===== config.mk =====
export PLATFORM = sky130hd
export DESIGN_NAME = icosoc_mod_pwmcap
export DESIGN_NICKNAME = d
export VERILOG_FILES = /design/src/rtl/icosoc_mod_pwmcap.sv
export SDC_FILE = /design/constraint.sdc
export NUM_CORES = 1
export LEC_CHECK = 0
export BUFFER_PORTS_ARGS = -buffer_cell sky130_fd_sc_hd__buf_2
export CELL_PAD_IN_SITES_DETAIL_PLACEMENT = 1
export CELL_PAD_IN_SITES_GLOBAL_PLACEMENT = 1
export CORE_MARGIN = 1
export CORE_UTILIZATION = 51
export DETAILED_ROUTE_END_ITERATION = 7
export PLACE_DENSITY = 0.88
export SYNTH_ARGS = -nofsm -noshare
export SYNTH_HDL_FRONTEND = slang
export SYNTH_SLANG_ARGS = --single-unit

===== constraint.sdc =====
create_clock -name clk -period 5.4 [get_ports clk]
set_input_delay 0.81 -clock clk [delete_from_list [all_inputs] [get_ports clk]]
set_output_delay 0.81 -clock clk [all_outputs]
set_load 0.005 [all_outputs]

===== src/rtl/icosoc_mod_pwmcap.sv =====
// PWM capture peripheral.
// Measures the period and the high time of an external waveform in clk cycles.
// Software reads the results through a small register bus.
//
// Ports:
//   clk        - sole clock, all state updates on the rising edge
//   resetn     - asynchronous active-low reset
//   ctrl_wr    - register write request
//   ctrl_rd    - register read request
//   ctrl_addr  - byte address of the register
//   ctrl_wdat  - write data
//   ctrl_rdat  - registered read data, nonzero only while ctrl_done is high
//   ctrl_done  - registered one-cycle access acknowledge
//   pin        - asynchronous waveform to measure
//
// Registers:
//   0x0 CTRL    [0] enable rw, [1] valid w1c, [2] overrun w1c, [3] timeout w1c,
//               [4] synchronized pin ro, [5] measuring ro
//   0x4 PERIOD  clocks between rising edges (ro)
//   0x8 HIGH    clocks from rising to falling edge (ro)
//   0xC TIMEOUT clock limit while measuring, 0 = no limit (rw)
//
// state      | meaning
// -----------+----------------------------------------------------
// ST_IDLE    | capture disabled, cnt held at 0
// ST_ARM     | enabled, waiting for a rising edge to start counting
// ST_MEASURE | counting clocks since the last rising edge

module icosoc_mod_pwmcap #(
  parameter int CLOCK_FREQ_HZ = 6000000
) (
  input  logic        clk,
  input  logic        resetn,
  input  logic        ctrl_wr,
  input  logic        ctrl_rd,
  input  logic [15:0] ctrl_addr,
  input  logic [31:0] ctrl_wdat,
  output logic [31:0] ctrl_rdat,
  output logic        ctrl_done,
  input  logic        pin
);

  localparam logic [15:0] ADDR_CTRL    = 16'h0000;
  localparam logic [15:0] ADDR_PERIOD  = 16'h0004;
  localparam logic [15:0] ADDR_HIGH    = 16'h0008;
  localparam logic [15:0] ADDR_TIMEOUT = 16'h000C;

  typedef enum logic [1:0] {
    ST_IDLE    = 2'd0,
    ST_ARM     = 2'd1,
    ST_MEASURE = 2'd2
  } state_t;

  // CLOCK_FREQ_HZ only documents the intended clock; this empty block is its
  // sole reference and creates no hardware.
  if (CLOCK_FREQ_HZ <= 0) begin : g_clock_freq_unset
  end

  logic        pin_meta, pin_sync, pin_prev;
  logic        rise, fall;
  logic        req, wr_ctrl, wr_timeout;
  state_t      state, state_nxt;
  logic [31:0] cnt, high_tmp, period_q, high_q, timeout_q;
  logic        enable, valid, overrun, timeout_flag;
  logic        to_hit;
  logic        ev_start, ev_capture, ev_fall, ev_timeout;
  logic [31:0] rd_mux;

  // Two flops against metastability, a third to detect edges.
  always_ff @(posedge clk or negedge resetn) begin
    if (!resetn) begin
      pin_meta <= 1'b0;
      pin_sync <= 1'b0;
      pin_prev <= 1'b0;
    end else begin
      pin_meta <= pin;
      pin_sync <= pin_meta;
      pin_prev <= pin_sync;
    end
  end

  assign rise = pin_sync & ~pin_prev;
  assign fall = ~pin_sync & pin_prev;

  // A request is taken only while no acknowledge is pending.
  assign req        = (ctrl_wr | ctrl_rd) & ~ctrl_done;
  assign wr_ctrl    = req & ctrl_wr & (ctrl_addr == ADDR_CTRL);
  assign wr_timeout = req & ctrl_wr & (ctrl_addr == ADDR_TIMEOUT);

  assign to_hit = (timeout_q != '0) && (cnt == timeout_q);

  always_ff @(posedge clk or negedge resetn) begin
    if (!resetn) state <= ST_IDLE;
    else         state <= state_nxt;
  end

  always_comb begin
    state_nxt = state;
    if (!enable) begin
      state_nxt = ST_IDLE;
    end else begin
      case (state)
        ST_IDLE:    state_nxt = ST_ARM;
        ST_ARM:     if (rise) state_nxt = ST_MEASURE;
        ST_MEASURE: if (to_hit) state_nxt = ST_ARM;
        default:    state_nxt = ST_IDLE;
      endcase
    end
  end

  // Timeout wins over an edge in the same cycle: the limit has been reached.
  always_comb begin
    ev_start   = 1'b0;
    ev_capture = 1'b0;
    ev_fall    = 1'b0;
    ev_timeout = 1'b0;
    if (enable) begin
      case (state)
        ST_ARM: ev_start = rise;
        ST_MEASURE: begin
          if (to_hit)    ev_timeout = 1'b1;
          else if (rise) ev_capture = 1'b1;
          else if (fall) ev_fall    = 1'b1;
        end
        default: ;
      endcase
    end
  end

  always_ff @(posedge clk or negedge resetn) begin
    if (!resetn) begin
      cnt      <= '0;
      high_tmp <= '0;
      period_q <= '0;
      high_q   <= '0;
    end else begin
      if (!enable)                      cnt <= '0;
      else if (ev_start || ev_capture)  cnt <= 32'd1;
      else if (ev_timeout)              cnt <= '0;
      else if (state == ST_MEASURE && cnt != '1) cnt <= cnt + 32'd1;

      if (ev_fall) high_tmp <= cnt;

      if (ev_capture) begin
        period_q <= cnt;
        high_q   <= high_tmp;
      end else if (ev_timeout) begin
        period_q <= '0;
        high_q   <= '0;
      end
    end
  end

  // Hardware set beats a software clear in the same cycle.
  always_ff @(posedge clk or negedge resetn) begin
    if (!resetn) begin
      enable       <= 1'b0;
      valid        <= 1'b0;
      overrun      <= 1'b0;
      timeout_flag <= 1'b0;
      timeout_q    <= '0;
    end else begin
      if (wr_ctrl)    enable <= ctrl_wdat[0];
      if (wr_timeout) timeout_q <= ctrl_wdat;
      valid        <= ev_capture | (valid & ~(wr_ctrl & ctrl_wdat[1]));
      overrun      <= (ev_capture & valid) | (overrun & ~(wr_ctrl & ctrl_wdat[2]));
      timeout_flag <= ev_timeout | (timeout_flag & ~(wr_ctrl & ctrl_wdat[3]));
    end
  end

  always_comb begin
    rd_mux = '0;
    case (ctrl_addr)
      ADDR_CTRL:    rd_mux = {26'd0, state == ST_MEASURE, pin_sync,
                              timeout_flag, overrun, valid, enable};
      ADDR_PERIOD:  rd_mux = period_q;
      ADDR_HIGH:    rd_mux = high_q;
      ADDR_TIMEOUT: rd_mux = timeout_q;
      default:      rd_mux = '0;
    endcase
  end

  // Read data is sampled from pre-write state, so a combined write+read
  // returns the old value.
  always_ff @(posedge clk or negedge resetn) begin
    if (!resetn) begin
      ctrl_done <= 1'b0;
      ctrl_rdat <= '0;
    end else begin
      ctrl_done <= req;
      ctrl_rdat <= (req && ctrl_rd) ? rd_mux : '0;
    end
  end

endmodule


== After elaboration in Yosys (flattened, before gate mapping) ==
Index checks and enable logic that the tools add are counted.
W data, S select, Z words.

* Logic and storage cells: 85
* Flip-flop bits (word level): 202

* Bitwise logic cells: 23
* Equal/unequal tests: 10
* Add/sub/neg operators: 1
* Reductions and logical operators: 9
* Mux-type cells: 27

{| class="wikitable"
|+ Operator list
! cell !! number
|-
| $mux W32 || 8
|-
| $pmux W32 S4 || 1
|-
| $add A32 B1 Y32 const B || 1
|-
| $eq A16 B4 Y1 const B || 2
|-
| $eq A32 B32 Y1 || 1
|-
| $ne A32 B32 Y1 const B || 1
|-
| $reduce_bool A32 Y1 || 1
|-
| $eq A16 B3 Y1 const B || 1
|-
| $logic_not A16 Y1 || 1
|-
| $mux W1 || 14
|-
| $and A1 B1 Y1 || 13
|-
| $mux W2 || 3
|-
| $ne A3 B3 Y1 const B || 2
|-
| $not A1 Y1 || 6
|-
| $pmux W2 S3 || 1
|-
| $ne A4 B1 Y1 const B || 1
|-
| $or A1 B1 Y1 || 4
|-
| $logic_and A1 B1 Y1 || 3
|-
| $eq A2 B1 Y1 const B || 1
|-
| $eq A2 B2 Y1 const B || 1
|-
| $logic_not A2 Y1 || 1
|-
| $reduce_and A2 Y1 || 1
|-
| $reduce_bool A2 Y1 || 1
|-
| $logic_or A1 B1 Y1 || 1
|}

== Depth between registers and ports, before layout ==
Gate-level depths: netlist of run 1.

* Depth in word-level cells: 9
* Mapped depth: 10
* Gate-level depth less buffers: 8

== Worst setup path after synthesis of run 1 ==
Ideal clock, no wire load.

* Kind: input-to-reg
* From: input ctrl_addr[2]
* To: register ctrl_rdat[22]
* Arrival time: 2387 ps
* Setup time: 132 ps
* Stages on the path: 6
* Setup slack: 2881 ps
* Path through: clkbuf_1 > clkbuf_1 > buf_1 > mux2_2 > a22oi_1 > nor2_1

* Cells in the longest elaborated chain, start to end: 3
* Elaborated cells between the ends (all ways): 6

{| class="wikitable"
|+ Ends and longest elaborated chain
! element !! RTL line !! source
|-
| start, declared || 36 || <nowiki>input logic [15:0] ctrl_addr,</nowiki>
|-
| $eq A16 B4 Y1, or another cell as far along || 173 || <nowiki>case (ctrl_addr)</nowiki>
|-
| $pmux W32 S4 (*) || 173 ||
|-
| $mux W32 (*) || 191 || <nowiki>ctrl_rdat <= (req && ctrl_rd) ? rd_mux : '0;</nowiki>
|-
| end signal, assigned || 191 ||
|-
| end, declared || 38 || <nowiki>output logic [31:0] ctrl_rdat,</nowiki>
|}

Mark *: on every way between the ends. The rest lies on a longest branch, timed or not.
A chain may end at the register's enable or synchronous reset.

== Worst setup path after layout of run 1 ==
* From: register cnt[28]
* To: register high_q[31]

* Cells in the longest elaborated chain, start to end: 6
* Elaborated cells between the ends (all ways): 10

{| class="wikitable"
|+ Ends and longest elaborated chain
! element !! RTL line !! source
|-
| start, declared || 63 || <nowiki>logic [31:0] cnt, high_tmp, period_q, high_q, timeout_q;</nowiki>
|-
| start signal, assigned || 140 || <nowiki>else if (state == ST_MEASURE && cnt != '1) cnt <= cnt + 32'd1;</nowiki>
|-
| $eq A32 B32 Y1 (*) || 90 || <nowiki>assign to_hit = (timeout_q != '0) && (cnt == timeout_q);</nowiki>
|-
| $logic_and A1 B1 Y1 (*) || 90 ||
|-
| $mux W1 || 121 || <nowiki>if (to_hit) ev_timeout = 1'b1;</nowiki>
|-
| $mux W1 || 118 || <nowiki>case (state)</nowiki>
|-
| $mux W1 || 117 || <nowiki>if (enable) begin</nowiki>
|-
| $mux W32 or $reduce_bool A2 Y1 (tied branches) || -- ||
|-
| end signal, assigned || 146 || <nowiki>high_q <= high_tmp;</nowiki>
|-
| end, declared || 63 ||
|}

Marks and branches as above.

==> summary.md, run 1 <==
| Metric | Value |
|---|---|
| Routed len/inst | `21.54 um` |
| GRT Residual Overflow | `0` |
| Initial antenna violation count | `0` |
| Die Y | `136.7 um` |
| Post-synth net total | `941` |
| Post-CTS Resized | `0` |
| Vias per inst | `6.102` |
| Most frequent cells in the layout | `dfrtp_1, nand2_1, mux2_2` |
| Tot Pwr | `0.003238 W` |
| RSZ-0062 raised after global routing | `no` |
| Ys async rst share | `100.0%` |
| Worst hold path class | `reg2reg` |
| DRT Pass-1 Iters | `5` |
| Core area | `17,480 sq um` |
| Setup TNS | `0 ps` |
| Slew headroom | `21.47%` |
| Cell depth of the worst hold path | `0` |
| Crit path arrival time | `3920 ps` |
| Outcome | `finished clean` |
| Hold Vio Cnt, Final | `0` |
| Startpoint Class | `register` |
| Hold-fix buffers, CTS | `0` |
| Clk_skew | `21.28 ps` |
| Post-Layout Inst Area | `10,540 sq um` |
| Full die area | `18,690 sq um` |
| Detailed Place HPWL | `15,920 um` |
| Peak VDD IR | `0.3409 mV` |
| Critical path required time | `5760 ps` |
| PortBufs | `85` |
| Final Net Count | `986` |
| Layout fillers | `1,882` |
| Avg Inst Size Synth | `10.43 sq um` |
| Clock slew seen by the registers of the worst setup and hold paths | `60 ps` |
| Fin cells | `1,174` |
| Rows | `48` |
| Clock Root Buffer | `clkbuf_16` |
| Vias in the first global route | `7,836` |
| # clock sinks | `202` |
| Hold_ws | `369.7 ps` |
| Post-synthesis sequential area ratio | `54.63%` |
| F_max | `0.2809 GHz` |
| Initial drt markers | `457` |
| P&R area growth vs syn | `13.87%` |
| Post-CTS Setup Inserts | `0` |
| Max-slew violations | `0` |
| CTS max path bufs | `3` |
| Yosys Warn Count | `0` |
| Total of max-cap violations | `0` |
| Depth of the most critical reg-to-reg path | `8` |
| Largest net degree at the start of global routing | `104` |
| Post-Synthesis Cells | `887` |
| Clk_lat worst skew | `510 ps` |
| CTS tree | `yes` |
| Crit Path Max Fanout | `36` |
| Layout cells sized above 1 | `25.50%` |
| FF-to-FF setup slack | `1840 ps` |
| IO Count | `86` |
| Placed cell count | `1,132` |
| Leakage | `5.097 nW` |
| DRC Markers | `0` |
| Cts bufs inserted | `23` |
| Worst Setup End Kind | `register` |
| Post-Route WL | `25,290 um` |
| Htree depth | `1` |
| Distinct cells, synth | `43` |
| Post-Syn Area | `9253 sq um` |
| Hold endpoint | `pin_sync` |
| Kind of critical path | `reg2reg` |
| Starting density of the core | `52.94%` |
| GP Congestion | `0.8930` |
| First-pass GRT wire length | `41,530 um` |
| Most common cell after layout, fill and taps aside | `dfrtp_1` |
| Routed Antenna Nets | `0` |
| Die Wd | `136.7 um` |
| Gr usage total | `28.85%` |
| Diodes inserted | `0` |
| Routed via count | `7,164` |
| R2R Path End | `high_q[31]` |
| Worst R2R Start | `cnt[28]` |
| Post-synth EDFFs | `0` |
| Yosys reg bits | `202` |
| Area post-placement | `9726 sq um` |
| Worst-margin pin slew | `1175 ps` |
| Fin crit share | `65.93%` |
| Min cycle time layout | `3560 ps` |
| Final setup viols | `0` |
| Most used DFF post-synth | `dfrtp_1` |
| Power per Cell Area | `307.3 nW/um^2` |
| Hold path start | `pin_meta` |
-- stage by stage --
| step | setup slack, ps | utilization, % |
|---|---|---|
| 6_report | 1840 | 60.29 |
| 3_3_place_gp | 2053 | 55.65 |
| 5_1_grt | 1591 | 60.29 |
| 3_5_place_dp | 1878 | 55.65 |
| 2_1_floorplan | 2881 | - |
| 4_1_cts | 1872 | 60.29 |
-- synthesized netlist by cell type (6+ instances only) --
cell type | count | share of area (%)
nor2_1 | 47 | 1.9
nand4_1 | 10 | 0.68
nand3_1 | 29 | 1.6
o21ai_0 | 84 | 4.5
clkbuf_1 | 31 | 1.3
and3_1 | 10 | 0.68
nor3_1 | 15 | 0.81
buf_2 | 30 | 1.6
mux4_2 | 6 | 1.5
or3_1 | 7 | 0.47
nor4_1 | 21 | 1.4
nand2_1 | 165 | 6.7
a22oi_1 | 26 | 2.1
dfrtp_1 | 202 | 55
inv_1 | 7 | 0.28
xor2_1 | 33 | 3.1
mux2_2 | 91 | 11
a21oi_1 | 16 | 0.87
-- registers in the layout, indices dropped and copies added, names as in the netlist, 2 cells and up --
register,flops
cnt,32
high_q,32
ctrl_rdat,32
high_tmp,32
period_q,32
state,2
timeout_q,32
-- report_power, final --
group          leakage (nW)  internal (W)   total, W  switching, W
clock network         0.404       0.00102    0.00164      0.000619
registers              2.81       0.00152    0.00152    0.00000213
logic                  1.88     0.0000230  0.0000781     0.0000552
-- worst max-delay path by stage --
stage	from	endpoint	slack [ps]	cells after the start
final	cnt[28]	high_q[31]	1840	8
after global routing	cnt[9]	high_q[12]	1590	8
after CTS	cnt[28]	high_q[20]	1870	8
after detailed placement	cnt[28]	period_q[26]	1880	8
after global placement	cnt[24]	period_q[26]	2050	8
after floorplan	ctrl_addr[2]	ctrl_rdat[22]	2880	6
-- metal layers --
metal,track usage (%),wire length [um],share of wire (%),up-vias
li1,-,-,-,3164
met1,35.85,10200,40,3717
met2,51.10,13060,52,217
met3,4.222,1253,5.0,66
met4,10.06,781,3.1,0
met5,0,0,0,-
-- layout make-up --
class / instances / area (sq um) / share of cell area [%]
Clock inverter: 9 / 127.6 / 1.211
Sequential cell: 202 / 5055 / 47.98
Multi-Input combinational cell: 605 / 3869 / 36.72
Tap cell: 225 / 281.5 / 2.672
Clock buffer: 33 / 683.2 / 6.484
Inverter: 7 / 26.28 / 0.2494
Timing Repair Buffer: 93 / 494.2 / 4.691
-- logic make-up after synthesis --
family                   Yosys count  share of synthesized area (%)
AO/OA/AOI/OAI                    149                          9.506
XOR/XNOR                          33                          3.124
adder cells (fa/ha/maj)            1                         0.1352
buffers and inverters             80                          3.854
flip-flops                       202                          54.63
multiplexers                     100                          12.86
AND/OR/NAND/NOR                  322                          15.89
-- worst max-delay path, stage by stage (launching register included) --
cell     delay [ps]
dfrtp_1         470
xor2_1          210
nor4_1          320
nand4_1         220
nor3_4          710
nand3_2         690
buf_4           510
nand2_1         140
o21ai_0          90
Power figures use the tool's default switching activity.
==> inputs of run 2 (changes only) <==
- ABC_AREA: not set -> 1
- CORE_UTILIZATION: 51 -> 45
- PLACE_DENSITY: 0.88 -> 0.82
- clock period: 5.4 -> 3.5 ns (I/O delays scaled with it)
==> summary.md, run 2 <==
| Metric | Value |
|---|---|
| Outcome | `finished clean` |
| Hold Vio Cnt, Final | `0` |
| Avg Inst Size Synth | `8.149 sq um` |
| Placed cell count | `1,547` |
| Fin crit share | `79.70%` |
| Post-layout util | `53.16%` |
| CTS tree | `yes` |
| Most frequent cells in the layout | `nand2_1, dfrtp_1, inv_1` |
| Most common cell after layout, fill and taps aside | `nand2_1` |
| Leakage | `5.831 nW` |
| PortBufs | `85` |
| Slew headroom | `56.78%` |
| Final worst-path setup slack | `710.5 ps` |
| Diodes inserted | `0` |
| First-pass GRT wire length | `52,010 um` |
| Combinational share of power | `2.0%` |
| Clock slew seen by the registers of the worst setup and hold paths | `60 ps` |
| Cts bufs inserted | `24` |
| Initial antenna violation count | `0` |
| Max-slew violations | `0` |
| Starting density of the core | `46.52%` |
| Initial drt markers | `585` |
| Htree depth | `1` |
| Distinct cells, synth | `40` |
| Post-synthesis sequential area ratio | `50.89%` |
| Full die area | `22,670 sq um` |
| Critical path's top delay family | `simple AND/OR/NAND/NOR gates` |
| Hold_ws | `113.8 ps` |
| Top post-synthesis cells by area | `dfrtp_1, nand2_1, nand3_1` |
| Routed Antenna Nets | `0` |
| Post-Syn Area | `9933 sq um` |
| GP Congestion | `0.8972` |
| Most used cell, CP | `nand2_1` |
| Clk_skew | `26.83 ps` |
| Worst Path Buf+Inv | `2` |
| Ys async rst share | `100.0%` |
| IO Count | `86` |
| Post-synth net total | `1,273` |
| Layout cells sized above 1 | `15.84%` |
| Kind of critical path | `reg2reg` |
| Gr usage total | `30.25%` |
| Power per Cell Area | `434.3 nW/um^2` |
| Most used DFF post-synth | `dfrtp_1` |
| Largest net degree at the start of global routing | `78` |
| Clk_lat worst skew | `540 ps` |
| Total net switching power | `0.001056 W` |
| Sequential power share | `47.5%` |
| F_max | `0.3585 GHz` |
| Final setup viols | `0` |
| Post-synth top area share | `50.89%` |
| Critical path required time | `3970 ps` |
| Detailed Place HPWL | `22,930 um` |
| Post-CTS Setup Inserts | `0` |
| Routed via count | `8,881` |
| Vias per inst | `5.593` |
| Core area | `21,350 sq um` |
| Yosys reg bits | `202` |
| Yosys Warn Count | `0` |
| # clock sinks | `202` |
| Post-Route WL | `32,780 um` |
| Post-Synthesis Cells | `1,219` |
| Crit path arrival time | `3260 ps` |
| Rows | `53` |
| Crit Path Max Fanout | `38` |
| Internal Power | `0.003874 W` |
| Clock Root Buffer | `clkbuf_16` |
| Slowest stage delay, CP | `470 ps` |
| Fin cells | `1,588` |
| Post-synth top area cell | `dfrtp_1` |
| P&R area growth vs syn | `14.28%` |
| Sw frac | `21.42%` |
| Die Wd | `150.6 um` |
| Critical path, cell by cell | `xnor2_1 -> nand2_1 -> nor2_1 -> nand2_1 -> nor2_1 -> nand3_2 -> nand3_4 -> buf_4 -> and2_2 -> buf_4 -> nand2_1 -> nand2_1` |
| RSZ-0062 raised after global routing | `no` |
| Worst R2R Start | `timeout_q[2]` |
| Worst Setup End Kind | `register` |
| Count leader, synth | `nand2_1` |
| Min cycle time layout | `2789 ps` |
| Worst-margin pin slew | `647.5 ps` |
| Peak VDD IR | `0.3461 mV` |
| Pre-CTS WS | `755.7 ps` |
| Worst hold path class | `in2reg` |
| Die Y | `150.6 um` |
| CTS max path bufs | `3` |
| Total of max-cap violations | `0` |
| Vias in the first global route | `9,315` |
| Post-synth EDFFs | `0` |
| GRT Residual Overflow | `0` |
| Top post-synthesis cells by count | `nand2_1, dfrtp_1, inv_1` |
| Hold path start | `pin` |
| Critical Path Start | `timeout_q[2]` |
| DRC Markers | `0` |
| Setup TNS | `0 ps` |
| Clock Power Share | `50.5%` |
| Routed len/inst | `20.64 um` |
| DRT Pass-1 Iters | `5` |
| Final Net Count | `1,353` |
| Startpoint Class | `register` |
| CP max stage cell | `dfrtp_1` |
[run 2: metrics by stage]
stage	instance area [sq um]	power (W)
finish	11350	0.004930
global placement	10560	0.002482
detailed placement	10560	0.002486
global route	11350	0.005068
CTS	11350	0.004973
floorplan	9933	0.002397
[run 2: metal layers]
metal | global-route usage (%) | share of wire [%]
met5 | 0 | 0
met4 | 9.250 | 2.9
met3 | 4.576 | 6.7
met2 | 48.55 | 47
met1 | 42.21 | 43
[run 2: final timing paths]
check | end | slack (ps) | cells after the start
worst max-delay path | high_q[30] | 710 | 12
worst min-delay path | pin_meta | 110 | 1
worst max register to register | high_q[30] | 710 | 12
worst min register to register | pin_sync | 350 | 0
max in group asynchronous | cnt[26] | 1980 | 3
min in group asynchronous | ctrl_rdat[1] | 550 | 2
[run 2: cell type report]
| cell class | count | area [sq um] |
|---|---|---|
| clock buffer | 34 | 688.2 |
| inverter | 120 | 452.9 |
| clock inverter | 6 | 91.34 |
| fill | 2575 | 10000 |
| timing repair buffer | 104 | 591.8 |
| sequential | 202 | 5055 |
| multi-input combinational | 847 | 4129 |
| tap | 275 | 344.1 |
[run 2: worst reg2reg max path, cell delays in order, from the launching register on]
cell and delay [ps]:
dfrtp_1 470, xnor2_1 380, nand2_1 100, nor2_1 110
nand2_1 60, nor2_1 130, nand3_2 110, nand3_4 80
buf_4 390, and2_2 250, buf_4 390, nand2_1 150
nand2_1 100
[run 2: what timing repair did]
item,in CTS,in global routing
setup endpoints to repair,0,0
hold buffers,1,0
endpoints found under the hold margin,25,0
gates resized for setup,0,0
[run 2: cell families after synthesis]
kind of cell	Yosys count	synth area share, %
AO/OA/AOI/OAI	128	7.457
adder cells (fa/ha/maj)	1	0.1259
AND/OR/NAND/NOR	662	28.33
buffers and inverters	170	7.558
multiplexers	28	3.174
flip-flops	202	50.89
XOR/XNOR	28	2.469
[run 2: power groups by stage]
stage	Sequential (W)	Clock [W]	Combinational (W)
after detailed placement	0.00238	0	0.000101
after CTS	0.00234	0.00253	0.000103
after global routing	0.00234	0.00261	0.000114
after floorplan	0.00238	0	0.0000124
after global placement	0.00238	0	0.0000976
final	0.00234	0.00249	0.0000989
